**config.mk**
```make
export PLATFORM = sky130hd
export DESIGN_NAME = imx_sync_framer_flat
export DESIGN_NICKNAME = d
export VERILOG_FILES = /design/src/rtl/imx_sync_framer_pkg.sv /design/src/rtl/imx_sync_framer_if.sv /design/src/rtl/imx_sync_framer_sat_counter.sv /design/src/rtl/imx_sync_framer.sv /design/src/flat_wrapper.sv
export SDC_FILE = /design/constraint.sdc
export NUM_CORES = 1
export LEC_CHECK = 0
export BUFFER_PORTS_ARGS = -buffer_cell sky130_fd_sc_hd__buf_4
export CORE_ASPECT_RATIO = 1.2
export CORE_MARGIN = 2
export CORE_UTILIZATION = 49
export DETAILED_ROUTE_END_ITERATION = 10
export HOLD_SLACK_MARGIN = 0.03
export PLACE_DENSITY = 0.77
export SYNTH_ARGS = -nofsm -noshare
export SYNTH_HDL_FRONTEND = slang
export SYNTH_SLANG_ARGS = --single-unit
```
**constraint.sdc**
```tcl
create_clock -name camera_clk -period 2.5 [get_ports camera_clk]
set_clock_uncertainty 0.2 [all_clocks]
set_input_delay 0.5 -clock camera_clk [delete_from_list [all_inputs] [get_ports camera_clk]]
set_output_delay 0.5 -clock camera_clk [all_outputs]
set_load 0.03 [all_outputs]
```
**src/rtl/imx_sync_framer_pkg.sv**
```systemverilog
// Sync-code words and framer state encoding for the IMX LVDS path,
// shared with the pattern generator and capture blocks.
package imx_sync_pkg;

    localparam logic [9:0] SYNC0       = 10'h3FF;
    localparam logic [9:0] SYNC1       = 10'h000;
    localparam logic [9:0] SYNC2       = 10'h000;
    localparam logic [9:0] SAV_VALID   = 10'h200;
    localparam logic [9:0] SAV_INVALID = 10'h2AC;
    localparam logic [9:0] EAV_VALID   = 10'h274;
    localparam logic [9:0] EAV_INVALID = 10'h2D8;

    typedef enum logic [3:0] {
        ST_IDLE,
        ST_SEEK,
        ST_S1,
        ST_S2,
        ST_S3,
        ST_ACTIVE,
        ST_BLANK,
        ST_E1,
        ST_E2,
        ST_E3
    } state_t;

endpackage

```
**src/rtl/imx_sync_framer_if.sv**
```systemverilog
// Word stream in from the deserializer and the pixel/strobe
// bundle out to the capture path.
interface imx_sync_framer_if #(
    parameter int COL_WIDTH = 12,
    parameter int ROW_WIDTH = 12
);
    logic [9:0]           i_data;
    logic                 i_data_valid;
    logic [9:0]           o_pix_data;
    logic                 o_pix_valid;
    logic                 o_line_start;
    logic                 o_line_end;
    logic                 o_frame_start;
    logic                 o_frame_end;
    logic [COL_WIDTH-1:0] o_col;
    logic [ROW_WIDTH-1:0] o_row;

    modport master (
        output i_data, i_data_valid,
        input  o_pix_data, o_pix_valid,
        input  o_line_start, o_line_end,
        input  o_frame_start, o_frame_end,
        input  o_col, o_row
    );

    modport slave (
        input  i_data, i_data_valid,
        output o_pix_data, o_pix_valid,
        output o_line_start, o_line_end,
        output o_frame_start, o_frame_end,
        output o_col, o_row
    );

endinterface

```
**src/rtl/imx_sync_framer_sat_counter.sv**
```systemverilog
// Saturating event counter with synchronous clear;
// clear takes priority over a same-cycle increment.
module imx_sat_counter #(
    parameter int WIDTH = 16
) (
    input  logic             clk,
    input  logic             rst_n,
    input  logic             clear,
    input  logic             inc,
    output logic [WIDTH-1:0] count
);

    always_ff @(posedge clk) begin
        if (!rst_n) begin
            count <= '0;
        end else if (clear) begin
            count <= '0;
        end else if (inc && count != '1) begin
            count <= count + 1'b1;
        end
    end

endmodule

```
**src/rtl/imx_sync_framer.sv**
```systemverilog
// Sync-code parser and active-pixel gate for one IMX LVDS lane,
// with line/frame strobes, position tracking and error counters.
module imx_sync_framer
    import imx_sync_pkg::*;
#(
    parameter int COL_WIDTH     = 12,
    parameter int ROW_WIDTH     = 12,
    parameter int ERR_CNT_WIDTH = 16
) (
    input  logic                     camera_clk,
    input  logic                     rst_n,
    input  logic                     i_enable,
    input  logic [COL_WIDTH-1:0]     i_line_width,
    input  logic                     i_clear_errors,
    output logic                     o_busy,
    output logic [ERR_CNT_WIDTH-1:0] o_format_err_cnt,
    output logic [ERR_CNT_WIDTH-1:0] o_width_err_cnt,
    imx_sync_framer_if.slave         bus
);

    state_t               state, state_n;
    logic [COL_WIDTH-1:0] col, col_n;
    logic [COL_WIDTH-1:0] col_out, col_out_n;
    logic [ROW_WIDTH-1:0] row, row_n;
    logic                 in_frame, in_frame_n;
    logic                 first, first_n;
    logic                 act, act_n;
    logic [9:0]           pix_data, pix_data_n;
    logic                 pix_valid, pix_valid_n;
    logic                 line_start, line_start_n;
    logic                 line_end, line_end_n;
    logic                 frame_start, frame_start_n;
    logic                 frame_end, frame_end_n;
    logic                 busy;
    logic                 fmt_inc, wid_inc;
    logic [9:0]           word;
    logic                 dv;

    assign word = bus.i_data;
    assign dv   = bus.i_data_valid;

    always_comb begin
        state_n       = state;
        col_n         = col;
        row_n         = row;
        in_frame_n    = in_frame;
        first_n       = first;
        act_n         = act;
        col_out_n     = col_out;
        pix_data_n    = '0;
        pix_valid_n   = 1'b0;
        line_start_n  = 1'b0;
        line_end_n    = 1'b0;
        frame_start_n = 1'b0;
        frame_end_n   = 1'b0;
        fmt_inc       = 1'b0;
        wid_inc       = 1'b0;
        unique case (state)
            ST_IDLE: begin
                if (i_enable) state_n = ST_SEEK;
            end
            ST_SEEK: begin
                if (!i_enable) state_n = ST_IDLE;
                else if (dv && word == SYNC0) state_n = ST_S1;
            end
            ST_S1: begin
                if (!i_enable) begin
                    state_n = ST_IDLE;
                end else if (dv) begin
                    if (word == SYNC1) begin
                        state_n = ST_S2;
                    end else begin
                        fmt_inc = 1'b1;
                        state_n = ST_SEEK;
                    end
                end
            end
            ST_S2: begin
                if (!i_enable) begin
                    state_n = ST_IDLE;
                end else if (dv) begin
                    state_n = ST_S3;
                    if (word != SYNC2) begin
                        fmt_inc = 1'b1;
                        // a fresh 3FF may be the start of the real sequence
                        state_n = (word == SYNC0) ? ST_S1 : ST_SEEK;
                    end
                end
            end
            ST_S3: begin
                if (!i_enable) begin
                    state_n = ST_IDLE;
                end else if (dv) begin
                    unique case (1'b1)
                        (word == SAV_VALID): begin
                            state_n = ST_ACTIVE;
                            col_n   = '0;
                            first_n = 1'b1;
                            act_n   = 1'b1;
                        end
                        (word == SAV_INVALID): begin
                            state_n     = ST_BLANK;
                            act_n       = 1'b0;
                            frame_end_n = in_frame;
                            in_frame_n  = 1'b0;
                        end
                        default: begin
                            fmt_inc = 1'b1;
                            state_n = ST_SEEK;
                        end
                    endcase
                end
            end
            ST_ACTIVE: begin
                if (dv && word == SYNC0) begin
                    state_n = ST_E1;
                end else if (dv) begin
                    pix_valid_n = 1'b1;
                    pix_data_n  = word;
                    col_out_n   = col;
                    if (col != '1) col_n = col + 1'b1;
                    if (first) begin
                        line_start_n = 1'b1;
                        first_n      = 1'b0;
                        if (!in_frame) begin
                            frame_start_n = 1'b1;
                            in_frame_n    = 1'b1;
                            row_n         = '0;
                        end
                    end
                end
            end
            ST_BLANK: begin
                if (dv && word == SYNC0) state_n = ST_E1;
            end
            ST_E1, ST_E2: begin
                if (dv) begin
                    if (word == SYNC1) begin
                        state_n = (state == ST_E1) ? ST_E2 : ST_E3;
                    end else begin
                        fmt_inc = 1'b1;
                        state_n = ST_SEEK;
                    end
                end
            end
            ST_E3: begin
                if (dv) begin
                    state_n = i_enable ? ST_SEEK : ST_IDLE;
                    if (act && word == EAV_VALID) begin
                        line_end_n = 1'b1;
                        row_n      = row + 1'b1;
                        wid_inc    = (col != i_line_width);
                    end else if (act || word != EAV_INVALID) begin
                        fmt_inc = 1'b1;
                    end
                end
            end
            default: state_n = ST_IDLE;
        endcase
    end

    always_ff @(posedge camera_clk) begin
        if (!rst_n) begin
            state       <= ST_IDLE;
            col         <= '0;
            col_out     <= '0;
            row         <= '0;
            in_frame    <= 1'b0;
            first       <= 1'b0;
            act         <= 1'b0;
            pix_data    <= '0;
            pix_valid   <= 1'b0;
            line_start  <= 1'b0;
            line_end    <= 1'b0;
            frame_start <= 1'b0;
            frame_end   <= 1'b0;
            busy        <= 1'b0;
        end else begin
            state       <= state_n;
            col         <= col_n;
            col_out     <= col_out_n;
            row         <= row_n;
            in_frame    <= in_frame_n;
            first       <= first_n;
            act         <= act_n;
            pix_data    <= pix_data_n;
            pix_valid   <= pix_valid_n;
            line_start  <= line_start_n;
            line_end    <= line_end_n;
            frame_start <= frame_start_n;
            frame_end   <= frame_end_n;
            busy        <= (state_n != ST_IDLE);
        end
    end

    imx_sat_counter #(
        .WIDTH (ERR_CNT_WIDTH)
    ) u_fmt_cnt (
        .clk   (camera_clk),
        .rst_n (rst_n),
        .clear (i_clear_errors),
        .inc   (fmt_inc),
        .count (o_format_err_cnt)
    );

    imx_sat_counter #(
        .WIDTH (ERR_CNT_WIDTH)
    ) u_wid_cnt (
        .clk   (camera_clk),
        .rst_n (rst_n),
        .clear (i_clear_errors),
        .inc   (wid_inc),
        .count (o_width_err_cnt)
    );

    assign o_busy            = busy;
    assign bus.o_pix_data    = pix_data;
    assign bus.o_pix_valid   = pix_valid;
    assign bus.o_line_start  = line_start;
    assign bus.o_line_end    = line_end;
    assign bus.o_frame_start = frame_start;
    assign bus.o_frame_end   = frame_end;
    assign bus.o_col         = col_out;
    assign bus.o_row         = row;

endmodule

```
**src/flat_wrapper.sv**
```systemverilog
// flat-port wrapper written by rule: the top's interface ports become plain ports
module imx_sync_framer_flat import imx_sync_pkg::*;
#(
    parameter int COL_WIDTH     = 12,
    parameter int ROW_WIDTH     = 12,
    parameter int ERR_CNT_WIDTH = 16
)
  (camera_clk, rst_n, i_enable, i_line_width, i_clear_errors, o_busy, o_format_err_cnt, o_width_err_cnt, bus_i_data, bus_i_data_valid, bus_o_pix_data, bus_o_pix_valid, bus_o_line_start, bus_o_line_end, bus_o_frame_start, bus_o_frame_end, bus_o_col, bus_o_row);
  imx_sync_framer_if #(.COL_WIDTH(COL_WIDTH), .ROW_WIDTH(ROW_WIDTH)) bus_i ();
  input  logic camera_clk;
  input  logic rst_n;
  input  logic i_enable;
  input  logic [COL_WIDTH-1:0] i_line_width;
  input  logic i_clear_errors;
  output logic o_busy;
  output logic [ERR_CNT_WIDTH-1:0] o_format_err_cnt;
  output logic [ERR_CNT_WIDTH-1:0] o_width_err_cnt;
  input wire logic [$bits(bus_i.i_data)-1:0] bus_i_data;
  input wire logic [$bits(bus_i.i_data_valid)-1:0] bus_i_data_valid;
  output wire logic [$bits(bus_i.o_pix_data)-1:0] bus_o_pix_data;
  output wire logic [$bits(bus_i.o_pix_valid)-1:0] bus_o_pix_valid;
  output wire logic [$bits(bus_i.o_line_start)-1:0] bus_o_line_start;
  output wire logic [$bits(bus_i.o_line_end)-1:0] bus_o_line_end;
  output wire logic [$bits(bus_i.o_frame_start)-1:0] bus_o_frame_start;
  output wire logic [$bits(bus_i.o_frame_end)-1:0] bus_o_frame_end;
  output wire logic [$bits(bus_i.o_col)-1:0] bus_o_col;
  output wire logic [$bits(bus_i.o_row)-1:0] bus_o_row;
  assign bus_i.i_data = bus_i_data;
  assign bus_i.i_data_valid = bus_i_data_valid;
  assign bus_o_pix_data = bus_i.o_pix_data;
  assign bus_o_pix_valid = bus_i.o_pix_valid;
  assign bus_o_line_start = bus_i.o_line_start;
  assign bus_o_line_end = bus_i.o_line_end;
  assign bus_o_frame_start = bus_i.o_frame_start;
  assign bus_o_frame_end = bus_i.o_frame_end;
  assign bus_o_col = bus_i.o_col;
  assign bus_o_row = bus_i.o_row;
  imx_sync_framer #(.COL_WIDTH(COL_WIDTH), .ROW_WIDTH(ROW_WIDTH), .ERR_CNT_WIDTH(ERR_CNT_WIDTH)) u_core (.camera_clk(camera_clk), .rst_n(rst_n), .i_enable(i_enable), .i_line_width(i_line_width), .i_clear_errors(i_clear_errors), .o_busy(o_busy), .o_format_err_cnt(o_format_err_cnt), .o_width_err_cnt(o_width_err_cnt), .bus(bus_i));
endmodule
```
Word-level counts from Yosys, hierarchy flattened
Index checks and enable logic that the tools add are counted.
{"block": "word_totals", "ff_bits": 91, "in_bits": 27, "output_inout_bits": 72, "wordCells": 149}
{"block": "op_classes", "n_addsub": 4, "eq_ne": 29, "mux": 68, "n_bitwise": 5, "reduce_logical": 27}
{"operator": "12-bit two-way mux", "n": 12}
{"operator": "4-bit two-way mux", "n": 14}
{"operator": "12-bit one-hot mux with 2 select lines", "n": 2}
{"operator": "10-bit equality test, second input constant", "n": 4}
{"operator": "16-bit by 1-bit adder with 16-bit output, second input constant", "n": 2}
{"operator": "1-bit two-way mux", "n": 32}
{"operator": "16-bit inequality test, second input constant", "n": 2}
{"operator": "4-bit one-hot mux with 8 select lines", "n": 1}
{"operator": "12-bit by 1-bit adder with 12-bit output, second input constant", "n": 2}
{"operator": "7-bit AND reduction", "n": 3}
{"operator": "4-bit by 3-bit equality test with 1-bit output, second input constant", "n": 4}
{"operator": "12-bit inequality test", "n": 1}
{"operator": "12-bit inequality test, second input constant", "n": 1}
{"operator": "2-bit inequality test, second input constant", "n": 6}
{"operator": "10-bit zero test", "n": 1}
{"operator": "10-bit inequality test, second input constant", "n": 1}
{"operator": "2-bit by 1-bit inequality test with 1-bit output, second input constant", "n": 5}
{"operator": "10-bit nonzero test", "n": 1}
{"operator": "4-bit by 2-bit equality test with 1-bit output, second input constant", "n": 2}
{"operator": "4-bit equality test, second input constant", "n": 2}
{"operator": "2-bit OR reduction", "n": 4}
{"operator": "1-bit one-hot mux with 2 select lines", "n": 3}
{"operator": "3-bit one-hot mux with 2 select lines", "n": 1}
{"operator": "3-bit AND reduction", "n": 2}
{"operator": "other kinds (15)", "n": 25}

Longest topological paths before layout
{"block": "logic_depth", "depth_word": 7, "mapped_depth": 10, "mapped_depth_nobuf": 7}

Cells and area by module
A second synthesis with hierarchy kept.
{"block": "hier_totals", "hier_cells": 544, "hier_area_um2": 4723.3}
{"module": "imx_sync_framer", "instances": 1, "cells_per_inst": 362, "area_per_inst_um2": 2994.1, "seq_area_each_um2": 1181.1}
{"module": "imx_sat_counter", "instances": 2, "cells_per_inst": 91, "area_per_inst_um2": 864.6, "seq_area_each_um2": 320.3}

Least setup slack after synthesis
Ideal clock, no wire load.
{"block": "synth_timing", "kind": "input -> register", "from": "in i_enable", "to": "reg u_core.u_fmt_cnt.count[10]", "setup_time_ps": 71, "arrival_ps": 2219, "required_ps": 2229, "path_slack_ps": 11, "path_stages": 8, "path_buffers": 3, "cell_sequence": "clkbuf_1 nor4b_2 a22oi_1 and2_1 buf_6 buf_6 or4_1 a21oi_1"}
{"block": "synth_via", "elab_chain_cells": 3, "word_cells_on_any_way": 5, "cone_classes": "4 x mux; 1 x reduce/logical"}
{"element": "start: declaration", "line_no": "flat_wrapper.sv:12", "rtl": "input logic i_enable;"}
{"element": "1-bit two-way mux, on equally long branches", "line_no": "imx_sync_framer.sv:91, imx_sync_framer.sv:67, imx_sync_framer.sv:79"}
{"element": "1-bit one-hot mux with 5 select lines (*)", "line_no": "imx_sync_framer.sv:58", "rtl": "unique case (state)"}
{"element": "1-bit logical AND (*)", "line_no": "imx_sync_framer_sat_counter.sv:18", "rtl": "end else if (inc && count != '1) begin"}
{"element": "end signal: assignment", "line_no": "imx_sync_framer_sat_counter.sv:19", "rtl": "count <= count + 1'b1;"}
{"element": "end: declaration", "line_no": "imx_sync_framer_sat_counter.sv:10", "rtl": "output logic [WIDTH-1:0] count"}
Every way passes the cells marked *; elsewhere a longest branch is shown, timed or not.
A chain may end at the register's enable or synchronous reset.

Final worst setup path
{"block": "layout_timing", "from": "reg u_core.state[2]", "to": "reg u_core.u_wid_cnt.count[15]"}
{"block": "layout_via", "elab_chain_cells": 3}
{"element": "start: declaration", "line_no": "imx_sync_framer.sv:21", "rtl": "state_t state, state_n;"}
{"element": "start signal: assignment", "line_no": "imx_sync_framer.sv:179", "rtl": "state <= state_n;"}
{"element": "4-bit equality test", "line_no": "imx_sync_framer.sv:58"}
{"element": "1-bit two-way mux", "line_no": "imx_sync_framer.sv:58"}
{"element": "1-bit logical AND", "line_no": "imx_sync_framer_sat_counter.sv:18"}
{"element": "end signal: assignment", "line_no": "imx_sync_framer_sat_counter.sv:19"}
{"element": "end: declaration", "line_no": "imx_sync_framer_sat_counter.sv:10"}
No other way between the ends.

==> reports/results.ini <==
[logic_synthesis]
ys_types = 64
ys_seq_area_share_pct = 39.5
synth_edf_count = 0
ys_ff_latch = 91
syn_nets = 582
synth_top_flop_cell = dfxtp_1
async_flop_share_pct = 0
synth.avg_cell_area_um2 = 8.37
syn-instance-count = 551
yosys_warnings = 0
syn_area_mm2 = 0.00461

[finish]
diodes = 0
final_cell_area_mm2 = 0.00615
fillCellCount = 784
area_growth_pct = 33.4
final_core_utilization_pct = 67.7
drive_gt1_share_pct = 29.1
final_nets = 730

[placed_design]
placed_cell_area_mm2 = 0.00590
place_congestion = 0.906
dp_slack_ns = -0.295
dp.final_hpwl_um = 9700
portBuffers = 98

[floorplanning]
core_area_mm2 = 0.00908
initial_core_util_pct = 50.8
die_y_um = 110
dieWidth_um = 92.5
rows = 38
ios = 99
dieArea_mm2 = 0.0102

[clock_network]
cts-root-buf = clkbuf_8
path_clk_slew_ns = 0.09
h-tree-depth = 3
clk_latency_ns = 0.37
cts_setup_buffers = 0
cts_buffers = 9
postCtsHoldBufs = 0
cts_tree = yes
cts.sinks = 91
clk_path_buf_depth = 2

[timing]
clock.fmax_mhz = 413
finalCriticalPeriod_ns = 2.42
rsz0062_at_grt = false
slew_headroom_pct = 59.0
period_share_pct = 96.9
worstMarginPinSlew_ns = 0.614
fin_tns_setup_ns = 0
setup_viol = 0
setup_slack_ns = 0.0771
hold_viol_final = 0
drv_slew = 0

[run]
maxCapViolCount = 0

[detailed_routing]
drt_iter0_drc = 266
firstDrtPassIters = 5
vias = 4771
dr.max_layer_used = met4
wire_per_inst_um = 15.6
ant_nets = 0
met2_length_um = 6430
drt_wl_total_um = 12900
met3_length_um = 571
viasPerCell = 5.79
route.detailed.drc = 0
wl_met1_um = 5590

[power]
pwr_density_cell_mw_per_mm2 = 446
total_power_mw = 2.74
vdd_ir_drop_max_v = 0.000529
leakage_nw = 2.45

[setup_path]
required_ns = 2.53
crit_arrival_ns = 2.45
cp-end-kind = flop
critPathMaxFanout = 6
start_kind = flop
path_class = flop to flop

[status]
status = finished clean

[global_routing]
grt_pass1_vias = 4437
grt_overflow = 0
grt_pass1_wl_um = 20900
grt_antenna_before_repair = 0
grt_max_degree = 25
track_usage_pct = 25.4

[worst_hold_path]
hold_class = input port to flop

[power breakdown]
part | leakage, nW | switching [mW] | internal, mW
registers | 0.734 | 0.000493 | 1.45
logic | 1.61 | 0.0912 | 0.0751
clock network | 0.108 | 0.536 | 0.590
[placed cells by master (no fill, tap or decap), drive strengths merged, types with 7 or more instances in the layout]
cell type,count
o31ai,11
buf,165
nor2,60
nand4,29
or4,11
nand3,27
xor2,15
nor2b,7
o21ai,15
nor4,13
a21oi,36
nor3,12
inv,9
a31oi,7
dfxtp,91
nand2,50
or3,8
xnor2,20
mux2i,16
and3,21
clkbuf,10
[cells in the mapped netlist, drive strengths merged, types with 11 or more instances]
master,n,area (µm²)
o21ai,15,75.1
a21oi,36,184
mux2i,16,160
nand2,50,188
nor4,13,103
dfxtp,91,1820
nor3,12,65.1
xor2,15,131
or4,11,82.6
and3,21,131
nand4,29,181
o31ai,11,82.6
nand3,27,135
xnor2,20,175
nor2,60,225
clkbuf,18,67.6
[through the flow]
stage / cells / hold slack [ns]
floorplan: 551 / 0.257
global placement: 808 / 0.272
detailed placement: 808 / 0.290
CTS: 824 / 0.184
global route: 824 / 0.209
finish: 824 / 0.198
[metal layers]
layer	vias to the layer above	track usage [%]
li1	2312	-
met1	2299	30.4
met2	140	45.7
met3	20	3.60
met4	0	11.0
met5	-	0
[worst max-delay path, stage by stage, from the launching register on]
cell	delay (ns)
dfxtp_2	0.37
and4bb_2	0.35
nand3_1	0.11
or3_4	0.38
buf_4	0.17
nor4_4	0.44
a31o_2	0.21
a21oi_1	0.05
[path summary, 6_finish.rpt]
| check | start | endpoint | slack, ns | cells after the start |
|---|---|---|---|---|
| setup / recovery | u_core.state[2] | u_core.u_wid_cnt.count[15] | 0.08 | 7 |
| hold / removal | bus_i_data[6] | u_core.bus.o_pix_data[6] | 0.20 | 2 |
| setup reg to reg | u_core.state[2] | u_core.u_wid_cnt.count[15] | 0.08 | 7 |
| hold reg to reg | u_core.first | u_core.first | 0.30 | 2 |
[sequential cells by signal (all words and copies together), names as in the netlist, 4 cells and up]
register and count:
u_core.u_fmt_cnt.count 16, u_core.u_wid_cnt.count 16, u_core.bus.o_col 12, u_core.bus.o_row 12, u_core.col 12, u_core.bus.o_pix_data 10
u_core.state 4
[cells by family (layout without fill, tap and decap cells)]
| group | after synthesis | in the layout | share of synthesized area (%) |
|---|---|---|---|
| mux | 16 | 16 | 3.47 |
| simple gates | 269 | 269 | 31.8 |
| xor+xnor | 35 | 35 | 6.65 |
| fa+ha+maj | 4 | 4 | 1.09 |
| flops | 91 | 91 | 39.5 |
| compound gates | 97 | 97 | 13.8 |
| buf+inv | 39 | 192 | 3.75 |
[layout make-up]
class                           instances  area (µm²)  area share (%)
Multi-Input combinational cell        421        2640            43.0
Tap cell                              120         150            2.44
Clock buffer                           10         138            2.24
Timing Repair Buffer                  165        1260            20.6
Inverter                               11        41.3           0.672
Sequential cell                        91        1820            29.7
Clock inverter                          6        88.8            1.44
[repair_timing]
action | CTS | global route
setup endpoints to repair | 0 | 9
resized for setup | 0 | 6
endpoints found under the hold margin | 0 | 0
No activity file was read; power rests on OpenSTA's default activity.
